**config.mk**
```make
export PLATFORM = sky130hd
export DESIGN_NAME = stack_arbiter_flat
export DESIGN_NICKNAME = d
export VERILOG_FILES = /design/src/rtl/stack_arb_pkg.sv /design/src/rtl/stack_arbiter_if.sv /design/src/rtl/stack_arbiter_rr_arb2.sv /design/src/rtl/stack_arbiter.sv /design/src/flat_wrapper.sv
export SDC_FILE = /design/constraint.sdc
export NUM_CORES = 1
export LEC_CHECK = 0
export ABC_AREA = 1
export CORE_UTILIZATION = 40
export CTS_BUF_LIST = sky130_fd_sc_hd__clkbuf_8
export CTS_CLUSTER_SIZE = 40
export DETAILED_ROUTE_END_ITERATION = 7
export GPL_ROUTABILITY_DRIVEN = 0
export PLACE_DENSITY_LB_ADDON = 0.05
export REMOVE_ABC_BUFFERS = 1
export SETUP_SLACK_MARGIN = 0.05
export SYNTH_ARGS = -nofsm -noshare
export SYNTH_HDL_FRONTEND = slang
export SYNTH_HIERARCHICAL = 1
export SYNTH_SLANG_ARGS = --single-unit
```
**constraint.sdc**
```tcl
create_clock -name clk -period 1.5 [get_ports clk]
set_clock_uncertainty 0.1 [all_clocks]
set_input_delay 0.3 -clock clk [delete_from_list [all_inputs] [get_ports clk]]
set_output_delay 0.3 -clock clk [all_outputs]
set_load 0.02 [all_outputs]
```
**src/rtl/stack_arb_pkg.sv**
```systemverilog
// Shared types and constants for the two-requester stack arbiter.
// Latency: n/a (declarations only).
// Backpressure: n/a.
package stack_arb_pkg;

    localparam int   NUM_REQ = 2;
    localparam logic OP_PUSH = 1'b1;
    localparam logic OP_POP  = 1'b0;

    typedef enum logic [1:0] {
        IDLE     = 2'd0,
        ISSUE    = 2'd1,
        COMPLETE = 2'd2
    } state_t;

endpackage

```
**src/rtl/stack_arbiter_if.sv**
```systemverilog
// Requester-side bundle: request/op/data in, ack/err/rdata back.
// Latency: n/a (wires only).
// Backpressure: req is held until the one-cycle ack pulse.
interface stack_arbiter_if
    import stack_arb_pkg::*;
#(
    parameter int DATA_WIDTH = 3
);
    logic [NUM_REQ-1:0]            req;
    logic [NUM_REQ-1:0]            op;
    logic [NUM_REQ*DATA_WIDTH-1:0] wdata;
    logic [NUM_REQ-1:0]            ack;
    logic [NUM_REQ-1:0]            err;
    logic [DATA_WIDTH-1:0]         rdata;

    modport master (
        output req, op, wdata,
        input  ack, err, rdata
    );

    modport slave (
        input  req, op, wdata,
        output ack, err, rdata
    );
endinterface

```
**src/rtl/stack_arbiter_rr_arb2.sv**
```systemverilog
// Two-way round-robin pick from the request vector and last-grant pointer.
// Latency: combinational.
// Backpressure: none; the caller decides when the pick is consumed.
module rr_arb2 (
    input  logic [1:0] i_req,
    input  logic       i_last,
    output logic       o_grant,
    output logic       o_valid
);

    // on a tie the requester not served last time wins
    always_comb begin
        o_valid = |i_req;
        o_grant = 1'b0;
        if (i_req == 2'b11) begin
            o_grant = ~i_last;
        end else if (i_req[1]) begin
            o_grant = 1'b1;
        end
    end

endmodule

```
**src/rtl/stack_arbiter.sv**
```systemverilog
// Shares one external LIFO stack between two requesters (optional stats: STACK_ARB_STATS_EN).
// Latency: request seen in IDLE at N -> strobe N+1 -> ack/rdata N+2; one op per 3 cycles.
// Backpressure: requesters hold req until ack; full/empty rejects return err instead of stalling.
module stack_arbiter
    import stack_arb_pkg::*;
#(
    parameter int DATA_WIDTH = 3,
    parameter int CNT_WIDTH  = 8
) (
    input  logic                  clk,
    input  logic                  rst,
    stack_arbiter_if.slave        bus,
    output logic                  stk_push,
    output logic                  stk_pop,
    output logic                  stk_read_more,
    output logic [DATA_WIDTH-1:0] stk_data_in,
    input  logic [DATA_WIDTH-1:0] stk_data_out,
    input  logic                  stk_full,
    input  logic                  stk_empty,
    input  logic                  stk_error
`ifdef STACK_ARB_STATS_EN
    ,
    output logic [NUM_REQ*CNT_WIDTH-1:0] rej_cnt
`endif
);

    state_t                r_state;
    state_t                w_next;
    logic                  r_grant;
    logic                  r_last;
    logic                  r_op;
    logic                  r_rej;
    logic [DATA_WIDTH-1:0] r_wdata;
    logic [DATA_WIDTH-1:0] r_rdata;
    logic [DATA_WIDTH-1:0] w_rdata;
    logic [NUM_REQ-1:0]    w_ack;
    logic [NUM_REQ-1:0]    w_err;
    logic                  w_arb_grant;
    logic                  w_arb_vld;
    logic                  w_rej;
    logic                  w_pop_ok;

    rr_arb2 u_rr_arb2 (
        .i_req   (bus.req),
        .i_last  (r_last),
        .o_grant (w_arb_grant),
        .o_valid (w_arb_vld)
    );

    // the reject decision uses the flags as seen during ISSUE only
    assign w_rej         = (r_op == OP_PUSH) ? stk_full : stk_empty;
    assign w_pop_ok      = (r_op == OP_POP) && !r_rej;
    assign stk_data_in   = r_wdata;
    assign stk_read_more = 1'b0;
    assign bus.ack       = w_ack;
    assign bus.err       = w_err;
    assign bus.rdata     = w_rdata;

    // state register; reset aborts any in-flight operation
    always_ff @(posedge clk or posedge rst) begin
        if (rst) begin
            r_state <= IDLE;
        end else begin
            r_state <= w_next;
        end
    end

    // next state plus strobe/ack outputs decoded from the current state
    always_comb begin
        w_next   = r_state;
        stk_push = 1'b0;
        stk_pop  = 1'b0;
        w_ack    = '0;
        w_err    = '0;
        w_rdata  = r_rdata;
        case (r_state)
            IDLE: begin
                if (w_arb_vld) begin
                    w_next = ISSUE;
                end
            end
            ISSUE: begin
                stk_push = (r_op == OP_PUSH) && !w_rej;
                stk_pop  = (r_op == OP_POP)  && !w_rej;
                w_next   = COMPLETE;
            end
            COMPLETE: begin
                w_ack[r_grant] = 1'b1;
                w_err[r_grant] = r_rej | stk_error;
                if (w_pop_ok) begin
                    w_rdata = stk_data_out;
                end
                w_next = IDLE;
            end
            default: begin
                w_next = IDLE;
            end
        endcase
    end

    // capture the winner in IDLE, the reject flag in ISSUE, pointer/rdata in COMPLETE
    always_ff @(posedge clk or posedge rst) begin
        if (rst) begin
            r_grant <= 1'b0;
            r_last  <= 1'b1;
            r_op    <= OP_POP;
            r_rej   <= 1'b0;
            r_wdata <= '0;
            r_rdata <= '0;
        end else begin
            case (r_state)
                IDLE: begin
                    if (w_arb_vld) begin
                        r_grant <= w_arb_grant;
                        r_op    <= bus.op[w_arb_grant];
                        r_wdata <= w_arb_grant ? bus.wdata[2*DATA_WIDTH-1:DATA_WIDTH]
                                               : bus.wdata[DATA_WIDTH-1:0];
                    end
                end
                ISSUE: begin
                    r_rej <= w_rej;
                end
                COMPLETE: begin
                    r_last  <= r_grant;
                    r_rdata <= w_rdata;
                end
                default: begin
                    r_rej <= 1'b0;
                end
            endcase
        end
    end

`ifdef STACK_ARB_STATS_EN
    logic [NUM_REQ-1:0][CNT_WIDTH-1:0] r_rej_cnt;

    // per-requester saturating reject count, cleared only by reset
    always_ff @(posedge clk or posedge rst) begin
        if (rst) begin
            r_rej_cnt <= '0;
        end else if (r_state == COMPLETE && r_rej && r_rej_cnt[r_grant] != {CNT_WIDTH{1'b1}}) begin
            r_rej_cnt[r_grant] <= r_rej_cnt[r_grant] + 1'b1;
        end
    end

    assign rej_cnt = r_rej_cnt;
`endif

endmodule

```
**src/flat_wrapper.sv**
```systemverilog
// flat-port wrapper written by rule: the top's interface ports become plain ports
module stack_arbiter_flat import stack_arb_pkg::*;
#(
    parameter int DATA_WIDTH = 3,
    parameter int CNT_WIDTH  = 8
)
  (clk, rst, stk_push, stk_pop, stk_read_more, stk_data_in, stk_data_out, stk_full, stk_empty, stk_error, bus_req, bus_op, bus_wdata, bus_ack, bus_err, bus_rdata);
  stack_arbiter_if #(.DATA_WIDTH(DATA_WIDTH)) bus_i ();
  input  logic clk;
  input  logic rst;
  output logic stk_push;
  output logic stk_pop;
  output logic stk_read_more;
  output logic [DATA_WIDTH-1:0] stk_data_in;
  input  logic [DATA_WIDTH-1:0] stk_data_out;
  input  logic stk_full;
  input  logic stk_empty;
  input  logic stk_error;
  input wire logic [$bits(bus_i.req)-1:0] bus_req;
  input wire logic [$bits(bus_i.op)-1:0] bus_op;
  input wire logic [$bits(bus_i.wdata)-1:0] bus_wdata;
  output wire logic [$bits(bus_i.ack)-1:0] bus_ack;
  output wire logic [$bits(bus_i.err)-1:0] bus_err;
  output wire logic [$bits(bus_i.rdata)-1:0] bus_rdata;
  assign bus_i.req = bus_req;
  assign bus_i.op = bus_op;
  assign bus_i.wdata = bus_wdata;
  assign bus_ack = bus_i.ack;
  assign bus_err = bus_i.err;
  assign bus_rdata = bus_i.rdata;
  stack_arbiter #(.DATA_WIDTH(DATA_WIDTH), .CNT_WIDTH(CNT_WIDTH)) u_core (.clk(clk), .rst(rst), .bus(bus_i), .stk_push(stk_push), .stk_pop(stk_pop), .stk_read_more(stk_read_more), .stk_data_in(stk_data_in), .stk_data_out(stk_data_out), .stk_full(stk_full), .stk_empty(stk_empty), .stk_error(stk_error));
endmodule
```
==> impl_metrics.json <==
{
  "status": "complete, but fails checks",
  "violations": "setup timing",
  "drtIter0Drc": 8,
  "drv_slew": 0,
  "overflow": 0,
  "io-pin-count": 31,
  "dieWidth_um": 41.4,
  "critPathRequiredTime_ps": 1100,
  "syn_inst": 89,
  "ys_seq_area_share_pct": 48.7,
  "clk_latency_ps": 250,
  "grt_max_degree": 13,
  "final_area_um2": 1110,
  "worst-path-max-fanout": 4,
  "htreeDepth": 1,
  "p_leak_nw": 0.617,
  "period_needed_ps": 1690,
  "rrSetupSlack_ps": 290,
  "clkSlewWorstSetupHoldPaths_ps": 60,
  "ir_worst_vdd_v": 0.00141,
  "postPlaceCellArea_um2": 1000,
  "slowest_delay_ps": 390,
  "row_count": 13,
  "cts_buffer_depth": 2,
  "finalCritPeriodShare_pct": 113,
  "path_delay_family": "simple AND/OR/NAND/NOR gates",
  "die-area_um2": 1710,
  "end_kind": "primary output",
  "setup_viol": 9,
  "layout_commonest_cell": "nand2_1",
  "cts_buffers": 3,
  "cts_root_buf": "clkbuf_8",
  "drive_gt1_share_pct": 33.1,
  "setup_slack_ps": -192,
  "r2r_start": "u_core/r_rej$_DFFE_PP0N_",
  "grt_pass1_vias": 617,
  "vias": 720,
  "area_growth_pct": 79.4,
  "finalHoldViolations": 0,
  "clock_sinks": 12,
  "antennaDiodeCount": 0,
  "fmax_ghz": 0.591,
  "tns_ps": -1050,
  "final_antenna_net_count": 0,
  "die_y_um": 41.4,
  "reg2regPathDepth": 5,
  "fin_nets": 155,
  "wirelength_mm": 1.62,
  "coreArea_um2": 1370,
  "hpwlAfterDp_mm": 1.15,
  "cts_tree": "yes",
  "cpMaxStageDelayCell": "dfrtp_1",
  "ys_ff_latch": 12,
  "floorplan.initialDensity_pct": 45.3,
  "cap_violations": 0,
  "dr.pass1.iters": 4,
  "syn-mean-instance-area_um2": 6.96,
  "layout_common_cells": "nand2_1 (37), buf_4 (20), clkdlybuf4s50_1 (17), dfrtp_1 (11), inv_1 (9)",
  "grtUsageTotal_pct": 21.4,
  "grt_pass1_wl_mm": 2.29,
  "worst_ep_arrival_time_ps": 1290,
  "hold_buffers": 0,
  "critPathBufInv": 1,
  "dp_slack_ps": -579,
  "netlist_area_um2": 619,
  "post_drt_wl_per_cell_um": 10.7,
  "portBuffers": 29,
  "drc": 0,
  "synth_warnings": 6,
  "hold_class": "primary input to async pin",
  "antenna_found_initial": 0,
  "post-route-util_pct": 81.3,
  "rsz0062_at_grt": "yes",
  "ys_types": 14,
  "via_per_inst": 4.77,
  "startpoint_type": "flop",
  "rr_endpoint": "u_core/r_rdata[2]$_DFFE_PP0N_",
  "p_per_area_nw_per_um2": 1920,
  "crit_chain": "nor2_2 > nand3_1 > nand2_1 > buf_2",
  "crit_type": "flop to primary output"
}
[what timing repair did]
item,CTS,global route
setup endpoints to repair,12,9
pin swaps,2,2
resized for setup,54,10
buffers inserted,2,2
[worst max-delay path by stage]
stage | startpoint | end | slack (ps) | cells past startpoint
2_1_floorplan | u_core/r_state[0]$_DFFE_PP0P_ | bus_err[0] | 50 | 3
3_3_place_gp | stk_error | bus_err[0] | -520 | 4
3_5_place_dp | stk_error | bus_err[0] | -580 | 4
4_1_cts | u_core/r_state[1]$_DFFE_PP0P_ | bus_rdata[1] | -160 | 6
5_1_grt | u_core/r_rej$_DFFE_PP0N_ | bus_rdata[0] | -240 | 4
6_report | u_core/r_rej$_DFFE_PP0N_ | bus_rdata[0] | -190 | 4
[sequential cells by signal, summed over array words and instances (netlist names)]
register            count
u_core/r_grant          1
u_core/r_last           1
u_core/r_op             1
u_core/r_rdata          3
u_core/r_rej            1
u_core/r_state          2
u_core/stk_data_in      3
[metal layers]
| metal | vias to the layer above | wire (µm) | GRT usage (%) |
|---|---|---|---|
| met5 | - | 0 | 0 |
| met4 | 0 | 27 | 9.68 |
| met3 | 3 | 91 | 6.38 |
| met2 | 25 | 802 | 37.1 |
| met1 | 331 | 697 | 24.1 |
| li1 | 361 | - | - |
[worst register-to-register path, cell delays in order (launching register included)]
cell and delay, ps:
dfrtp_1 390, nor2_2 270, nand2_4 100, nand2_2 90, buf_4 100, nand2_1 40
[synthesized netlist by cell type (all sizes together)]
master,count,area share [%]
nor3,2,1.6
a21oi,1,0.81
or2,1,1.0
nand3,5,4.0
nand2,43,26
dfstp,1,4.2
conb,1,0.61
inv,11,6.7
dfrtp,11,44
nor2,12,9.3
buf,1,1.2
[report_power, final]
| part | leakage, nW | switching, mW | total, mW | internal [mW] |
|---|---|---|---|---|
| sequential | 0.148 | 0.121 | 0.611 | 0.489 |
| clock | 0.0288 | 0.126 | 0.358 | 0.232 |
| combinational | 0.440 | 0.631 | 1.16 | 0.530 |
| total | 0.617 | 0.878 | 2.13 | 1.25 |
[per-stage QoR]
| step | std cells | power [mW] | hold slack [ps] |
|---|---|---|---|
| after CTS | 149 | 2.02 | 283 |
| after global placement | 143 | 1.62 | 350 |
| final | 151 | 2.13 | 268 |
| after global routing | 151 | 2.29 | 321 |
| after detailed placement | 143 | 1.64 | 360 |
| after floorplan | 88 | 1.13 | 64.0 |
[cell type report]
class | count | area [µm²]
Timing Repair Buffer | 44 | 385
Inverter | 11 | 41.3
Tap cell | 15 | 18.8
Sequential cell | 12 | 302
Fill cell | 97 | 255
Multi-Input combinational cell | 65 | 309
Clock buffer | 4 | 55.1
[logic make-up after synthesis]
kind of cell | count (synthesis) | share of synthesized area [%]
DFF | 12 | 48.7
and+or+nand+nor | 63 | 42.0
other | 1 | 0.605
buffers and inverters | 12 | 7.88
AOI/OAI and AO/OA | 1 | 0.807
No activity file was read; power rests on OpenSTA's default activity.
